### src/rtl/mod_counter_pkg.sv
// Shared lab package for the modulo counter: default sizes, direction encoding
// and a clog2 helper for sizing counters against a modulus.
package mod_counter_pkg;

   localparam int DEFAULT_WIDTH   = 4;
   localparam int DEFAULT_MODULUS = 16;
   localparam int DEFAULT_PRE_W   = 8;

   typedef enum logic {
      DIR_DOWN = 1'b0,
      DIR_UP   = 1'b1
   } dir_e;

   function automatic int clog2(input int value);
      int result;
      result = 0;
      for (int i = 0; i < 31; i++) begin
         if ((32'sd1 <<< i) < value) result = i + 1;
      end
      return result;
   endfunction

endpackage

### src/rtl/mod_counter_prescaler.sv
// Rate divider for mod_counter: asserts tick once every div+1 enabled cycles.
// Only instantiated when MOD_COUNTER_PRESCALE_EN is defined.
module mod_counter_prescaler #(
   parameter int PRE_W = 8
) (
   input  logic             clk,
   input  logic             rst,
   input  logic             en,
   input  logic             clr,
   input  logic [PRE_W-1:0] div,
   output logic             tick
);

   logic [PRE_W-1:0] cnt;
   logic             at_end;

   // ">=" rather than "==" so a div lowered below the running count wraps at once
   assign at_end = (cnt >= div);
   assign tick   = en & at_end;

   always_ff @(posedge clk or negedge rst) begin
      if (!rst) begin
         cnt <= '0;
      end else if (clr) begin
         cnt <= '0;
      end else if (en) begin
         if (at_end) cnt <= '0;
         else        cnt <= cnt + PRE_W'(1);
      end
   end

endmodule

### src/rtl/mod_counter.sv
// Modulo-N up/down counter with clamped synchronous load and registered wrap pulse.
// Optional prescaler compiled in with MOD_COUNTER_PRESCALE_EN.
module mod_counter
   import mod_counter_pkg::*;
#(
   parameter int WIDTH   = DEFAULT_WIDTH,
   parameter int MODULUS = DEFAULT_MODULUS,
   parameter int PRE_W   = DEFAULT_PRE_W
) (
   input  logic             clk,
   input  logic             rst,
   input  logic             en,
   input  logic             up,
   input  logic             load,
   input  logic [WIDTH-1:0] load_val,
   input  logic [PRE_W-1:0] div,
   output logic [WIDTH-1:0] a,
   output logic             tc
);

   localparam logic [WIDTH-1:0] MAX_VAL = WIDTH'(MODULUS - 1);
   localparam logic [WIDTH:0]   MOD_EXT = (WIDTH + 1)'(MODULUS);
   localparam logic [WIDTH-1:0] ONE     = WIDTH'(1);

   dir_e             dir;
   logic             tick;
   logic [WIDTH-1:0] load_clamped;

   assign dir = dir_e'(up);

   // One extra bit so MODULUS = 2^WIDTH never clamps
   assign load_clamped = ({1'b0, load_val} >= MOD_EXT) ? MAX_VAL : load_val;

`ifdef MOD_COUNTER_PRESCALE_EN
   mod_counter_prescaler #(
      .PRE_W (PRE_W)
   ) u_prescaler (
      .clk  (clk),
      .rst  (rst),
      .en   (en),
      .clr  (load),
      .div  (div),
      .tick (tick)
   );
`else
   logic unused_div;
   assign unused_div = ^div;
   assign tick       = 1'b1;
`endif

   always_ff @(posedge clk or negedge rst) begin
      if (!rst) begin
         a  <= '0;
         tc <= 1'b0;
      end else if (load) begin
         a  <= load_clamped;
         tc <= 1'b0;
      end else if (en && tick) begin
         if (dir == DIR_UP) begin
            if (a == MAX_VAL) begin
               a  <= '0;
               tc <= 1'b1;
            end else begin
               a  <= a + ONE;
               tc <= 1'b0;
            end
         end else begin
            if (a == '0) begin
               a  <= MAX_VAL;
               tc <= 1'b1;
            end else begin
               a  <= a - ONE;
               tc <= 1'b0;
            end
         end
      end else begin
         tc <= 1'b0;
      end
   end

endmodule

### config.mk
export PLATFORM = sky130hd
export DESIGN_NAME = mod_counter
export DESIGN_NICKNAME = d
export VERILOG_FILES = /design/src/rtl/mod_counter_pkg.sv /design/src/rtl/mod_counter_prescaler.sv /design/src/rtl/mod_counter.sv
export SDC_FILE = /design/constraint.sdc
export NUM_CORES = 1
export LEC_CHECK = 0
export BUFFER_PORTS_ARGS = -buffer_cell sky130_fd_sc_hd__buf_2
export CORE_AREA = 4 4 41 43
export CTS_BUF_LIST = sky130_fd_sc_hd__clkbuf_8
export DETAILED_ROUTE_END_ITERATION = 10
export DIE_AREA = 0 0 45 47
export GPL_TIMING_DRIVEN = 1
export RECOVER_POWER = 25
export SLEW_MARGIN = 20
export SYNTH_ARGS = -nofsm -noshare
export SYNTH_HDL_FRONTEND = slang
export SYNTH_SLANG_ARGS = --single-unit
### constraint.sdc
create_clock -name clk -period 3.1 [get_ports clk]
set_clock_uncertainty 0.05 [all_clocks]
set_input_delay 0.465 -clock clk [delete_from_list [all_inputs] [get_ports clk]]
set_output_delay 0.465 -clock clk [all_outputs]
set_load 0.02 [all_outputs]
==> results of run 1 <==
==> kinds of logic (layout without fill, tap and decap cells) <==
| kind of cell | count (synthesis) | count (layout) |
|---|---|---|
| adders and majority gates | 2 | 2 |
| AOI/OAI and AO/OA | 18 | 18 |
| buffers and inverters | 5 | 20 |
| xor gates and xnor gates | 2 | 2 |
| and+or+nand+nor | 12 | 12 |
| DFF | 5 | 5 |
==> layout by cell type (no fill, tap or decap), drive strengths merged <==
master and n:
nand2 4, o221ai 1, o31ai 2, a21o 1, a21boi 1, xnor2 1, nor3 2, o21ai 6
xor2 1, clkbuf 4, buf 12, a21oi 5, o21ba 1, dfrtp 5, inv 4, nand3 1
nand2b 1, nor2b 1, ha 2, a31oi 1, and3 1, nor2 2
==> stage by stage <==
stage,hold slack [ns],area (um2)
floorplan,0.119,364
CTS,0.00933,478
finish,0.0430,477
global placement,0.237,433
detailed placement,0.237,433
global route,0.0689,477
==> power by group through the flow <==
stage	registers, mW	logic (mW)	clock network (mW)
final	0.0873	0.0629	0.114
after global routing	0.0885	0.0698	0.121
after CTS	0.0873	0.0638	0.116
after detailed placement	0.0881	0.0630	0
after global placement	0.0873	0.0632	0
after floorplan	0.0908	0.0420	0
==> worst max-delay path, cell delays in order, from the launching register on <==
cell      delay (ns)
dfrtp_1         0.49
inv_1           0.10
ha_1            0.21
o21ba_1         0.22
o31ai_1         0.06
o221ai_1        0.19
a21oi_1         0.08
==> layout make-up <==
class / instances / area share (%)
Sequential cell: 5 / 26.2
Inverter: 3 / 2.36
Multi-Input combinational cell: 34 / 44.6
Clock inverter: 1 / 0.787
Timing Repair Buffer: 13 / 13.4
Tap cell: 15 / 3.94
Clock buffer: 3 / 8.66
==> flip-flops by register name, summed over array words and instances, names as in the netlist <==
register and cells:
a 4, tc 1
==> worst max path at each step <==
stage	depth (start not counted)	start	slack, ns	endpoint
2_1_floorplan	6	a[0]	1.58	a[3]
3_3_place_gp	6	a[0]	1.60	a[3]
3_5_place_dp	6	a[0]	1.58	a[3]
4_1_cts	6	a[0]	1.56	a[3]
5_1_grt	6	a[0]	1.48	a[3]
6_report	6	a[0]	1.56	a[3]
==> routing by layer <==
layer	vias to the layer above	GRT usage [%]	routed length, um
met4	0	1.75	0
met5	-	0	0
met1	141	10.4	396
li1	186	-	-
met3	0	5.36	69
met2	13	12.1	355
==> out/results.ini, run 1 <==
[timing]
final.min_clock_period_ns=1.54
slew_violations=0
max_freq_ghz=0.650
finalSetupViolations=0
hold_viol_final=0
fin_ws_ns=1.56
worst_slew_pin_slew_ns=0.286
rsz0062_at_grt=no
fin_crit_sh_pct=49.6
maxSlewHeadroom_pct=80.9
tns_ns=0

[setup_path]
r2r-end=a[3]
cp.required_ns=3.14
criticalPathCategory=flip-flop to flip-flop
ff2ff_path_depth=6
r2r_setup_slack_ns=1.56
crit_fanout=9
crit_path_end_kind=flip-flop
crit_path_start_kind=flip-flop
r2r-start=a[0]
cp_data_arrival_time_ns=1.58

[routing]
antenna_left=0
wire_per_inst_um=11.1
drt_iter0_drc=9
drc=0
dr_total_vias=340
finalWirelength_um=822
firstDrtPassIters=3
vias_per_cell=4.59

[clocking]
cts.clk_slew.worst_paths_ns=0.03
cts_root_buffer=clkbuf_8
clk_path_buf_depth=2
htreeDepth=1
post_cts_buffers=0
cts.repair.resized=0
numCtsBuffers=3
cts_tree=built
cts-hold-fix-buffers=0
cts.sinks=5
insertion_delay_ns=0.22

[synthesis]
synthAdderAreaFrac_pct=6.87
ys_warn_count=0
synth_compound_area_share_pct=31.3
ys_seq_area_share_pct=34.4
synthSimpleGateAreaFrac_pct=15.5
synth_most_common_cell=dfrtp_1
synthXorXnorAreaFrac_pct=4.81
synth-async-reset-ratio_pct=100
synth_seq_cells=5
synth_top_family_by_area=compound AO/OA/AOI/OAI gates
yosysTopAreaCell=dfrtp_1
synthMuxAreaShare_pct=0
yosysUniqueCellTypes=24
synth_top_area_share_pct=34.4
synthTopCellsByCount=dfrtp_1, a21oi_1, nand2_1, o21ai_1, inv_1
mappedNetlistNets=63
synth-edff-count=0
synth_top_flop_cell=dfrtp_1
synth_area_um2=364
synthesis.instances=44
synth_area_leaders=dfrtp_1, ha_1, a21oi_1
avgSynthCellArea_um2=8.27

[floorplan]
core_area_um2=1300
die_area_um2=2120
dieHeight_um=47
die_w_um=45
io_pins=22
initial_utilization_pct=28.0
num_rows=13

[power]
power_frac_seq_pct=33.1
power_density_nw_per_um2=553
p_leak_nw=0.237
p_sw_share_pct=29.7
ir_drop_uv=332
p_int_mw=0.186
netSwitchingPower_mw=0.0783
total_power_mw=0.264
combPwrFrac_pct=23.8
clkPwrFrac_pct=43.1

[placement]
dpl.hpwl_um=604
gp_congestion=0.818
dp.cells=70
dpl_worst_slack_ns=1.58
io_buffers=13

[final_layout]
final_cells=74
final_util_pct=36.6
diodes=0
num-nets-final=79
fillers=143
seq_area_um2=125
drive_above_1_share_pct=27.1
area_growth_pct=30.9
multiInputGateArea_um2=213

[grt]
grt_max_degree=10
grt_overflow_total=0
grt_pass1_wl_um=1240
grt_pass1_vias=308
grt_usage_pct=8.33
grt_antenna_before_repair=0

[flow_run]
drv_cap=0

[min_path]
min_path_type=primary input to async pin

[run_status]
outcome=finished, final reports clean

Power figures use the tool's default switching activity.
==> run 2, diff against run 1 <==
Settings changed: ABC_AREA set to 1.
Clock period 3.1 ns to 1.4 ns, I/O delays scaled along.
==> out/results.ini, run 2 <==
[setup_path]
r2r-end=a[3]
cp.required_ns=1.46
criticalPathCategory=flip-flop to flip-flop
path_common_cell=nand2_1
critPathMaxStageDelay_ns=0.39
path_cells=inv_1 > ha_1 > a21oi_2 > nand2_1 > nand3_1 > nand3_1 > nand2_1 > nand2_1
ff2ff_path_depth=8
crit_family=flip-flops
r2r-start=a[0]
crit_path_end_kind=flip-flop
crit_fanout=4
r2r_setup_slack_ns=0.12
cp_slowest_cell=dfrtp_2
cp_data_arrival_time_ns=1.34
crit_path_start_kind=flip-flop
cp_num_buf_inv=1

[min_path]
min_path_type=primary input to flip-flop
hold_depth=3
holdPathEnd=a[1]
hp-start=load_val[1]

[timing]
maxSlewHeadroom_pct=80.7
timing.hold.ws_ns=0.151
tns_ns=0
max_freq_ghz=0.784
hold_viol_final=0
finalSetupViolations=0
final.min_clock_period_ns=1.28
worst_slew_pin_slew_ns=0.290
slew_violations=0
fin_crit_sh_pct=91.1

[final_layout]
num-nets-final=92
layout_common_cells=nand2_1, buf_2, inv_1, nand3_1, nor2_1
final_cells=87
final_common_cell=nand2_1
fillers=154
design_area_um2=515
top_register=a
reg_top3=a (4), tc (1)
drive_above_1_share_pct=27.8
largest_reg_flops=4
diodes=0
area_growth_pct=40.1

[clocking]
cts_root_buffer=clkbuf_8
numCtsBuffers=3
clk_path_buf_depth=2
htreeDepth=1
cts.clk_slew.worst_paths_ns=0.04
insertion_delay_ns=0.22
cts.sinks=5
cts_tree=built

[routing]
drc=0
antenna_left=0
wire_per_inst_um=10.4
vias_per_cell=4.62
finalWirelength_um=901
dr_total_vias=402
firstDrtPassIters=2
drt_iter0_drc=9

[synthesis]
mappedNetlistNets=72
yosysUniqueCellTypes=16
synthTopCellsByCount=nand2_1, inv_1, dfrtp_1, nand3_1, nor2_1
synth_top_flop_cell=dfrtp_1
synth_area_um2=368
synth-async-reset-ratio_pct=100
synth_seq_cells=5
synth_most_common_cell=nand2_1
synth_top_area_share_pct=34.0
synth-edff-count=0
synth_area_leaders=dfrtp_1, nand2_1, inv_1
synthesis.instances=53
yosysTopAreaCell=dfrtp_1
avgSynthCellArea_um2=6.94
ys_seq_area_share_pct=34.0
ys_warn_count=0

[floorplan]
core_area_um2=1300
num_rows=13
initial_utilization_pct=28.3
dieHeight_um=47
die_w_um=45
die_area_um2=2120
io_pins=22

[grt]
grt_antenna_before_repair=0
grt_max_degree=8
grt_overflow_total=0
grt_usage_pct=10.6
grt_pass1_wl_um=1570
grt_pass1_vias=394

[flow_run]
drv_cap=0

[run_status]
outcome=finished, final reports clean

[power]
clkPwrFrac_pct=41.8
p_leak_nw=0.289
p_sw_share_pct=32.1
p_int_mw=0.420
power_density_nw_per_um2=1200
ir_drop_uv=622
netSwitchingPower_mw=0.199
power_frac_seq_pct=31.3
combPwrFrac_pct=26.9
total_power_mw=0.619

[placement]
io_buffers=13
dpl.hpwl_um=699
dp.cells=81
placed_cell_area_um2=453
gp_congestion=0.786

-- run 2: changes by cell type after synthesis, moves of 2 or more --
| cell | previous run | this run |
|---|---|---|
| nor2_1 | 2 | 4 |
| inv_1 | 3 | 8 |
| nor3_1 | 2 | 0 |
| nand2_1 | 4 | 16 |
| a21oi_1 | 4 | 1 |
| nand3_1 | 1 | 5 |
| o21ai_1 | 4 | 1 |
| nand4_1 | 0 | 2 |
| o31ai_1 | 2 | 0 |
| a22oi_1 | 0 | 2 |
-- run 2: power groups by stage --
| stage | clock, mW | combinational (mW) | sequential, mW |
|---|---|---|---|
| finish | 0.259 | 0.166 | 0.194 |
| CTS | 0.265 | 0.161 | 0.195 |
| global placement | 0 | 0.156 | 0.197 |
| detailed placement | 0 | 0.159 | 0.196 |
| global route | 0.281 | 0.187 | 0.198 |
| floorplan | 0 | 0.0896 | 0.209 |
-- run 2: tightest hold or removal path: stages --
cell,delay [ns]
buf_2,0.07
nand2_1,0.04
o221ai_1,0.05
-- run 2: how the worst max path moves through the flow --
stage                     slack [ns]   end  from  cells past startpoint
after floorplan                 0.05  a[3]  a[1]                      8
after detailed placement        0.08  a[3]  a[0]                      8
final                           0.12  a[3]  a[0]                      8
after CTS                       0.08  a[3]  a[0]                      8
after global placement          0.09  a[3]  a[0]                      8
after global routing          -0.002  a[3]  a[0]                      8
-- run 2: layout make-up --
| cell class | instances | area, um2 | area share [%] |
|---|---|---|---|
| Multi-Input combinational cell | 39 | 209 | 40.5 |
| Sequential cell | 5 | 128 | 24.8 |
| Timing Repair Buffer | 15 | 81.3 | 15.8 |
| Clock buffer | 3 | 41.3 | 8.01 |
| Inverter | 9 | 33.8 | 6.55 |
| Tap cell | 15 | 18.8 | 3.64 |
| Clock inverter | 1 | 3.75 | 0.728 |
-- run 2: kinds of logic (layout without fill, tap and decap cells) --
group	count (synthesis)	in the layout	share of synthesized area (%)
flip-flops	5	5	34.0
XOR/XNOR	2	2	4.76
AO/OA/AOI/OAI	7	7	12.9
buffers and inverters	9	28	9.18
AND/OR/NAND/NOR	28	28	32.3
adder cells (fa/ha/maj)	2	2	6.80
-- run 2: through the flow --
| step | util [%] | setup slack, ns |
|---|---|---|
| floorplan | - | 0.0534 |
| global placement | 34.8 | 0.0852 |
| detailed placement | 34.8 | 0.0769 |
| CTS | 39.0 | 0.0765 |
| global route | 39.6 | -0.00225 |
| finish | 39.6 | 0.124 |
-- run 2: timing repair --
action / CTS / global route
setup endpoints to repair: 0 / 3
hold endpoints to repair: 5 / 0
buffers inserted: 0 / 1
hold buffers: 1 / 0
resized for setup: 0 / 1
-- run 2: layer usage --
layer / GRT usage [%] / part of all wire, %
met5: 0 / 0
met1: 12.0 / 43
met2: 17.5 / 50
met4: 2.92 / 0
met3: 5.75 / 7.9
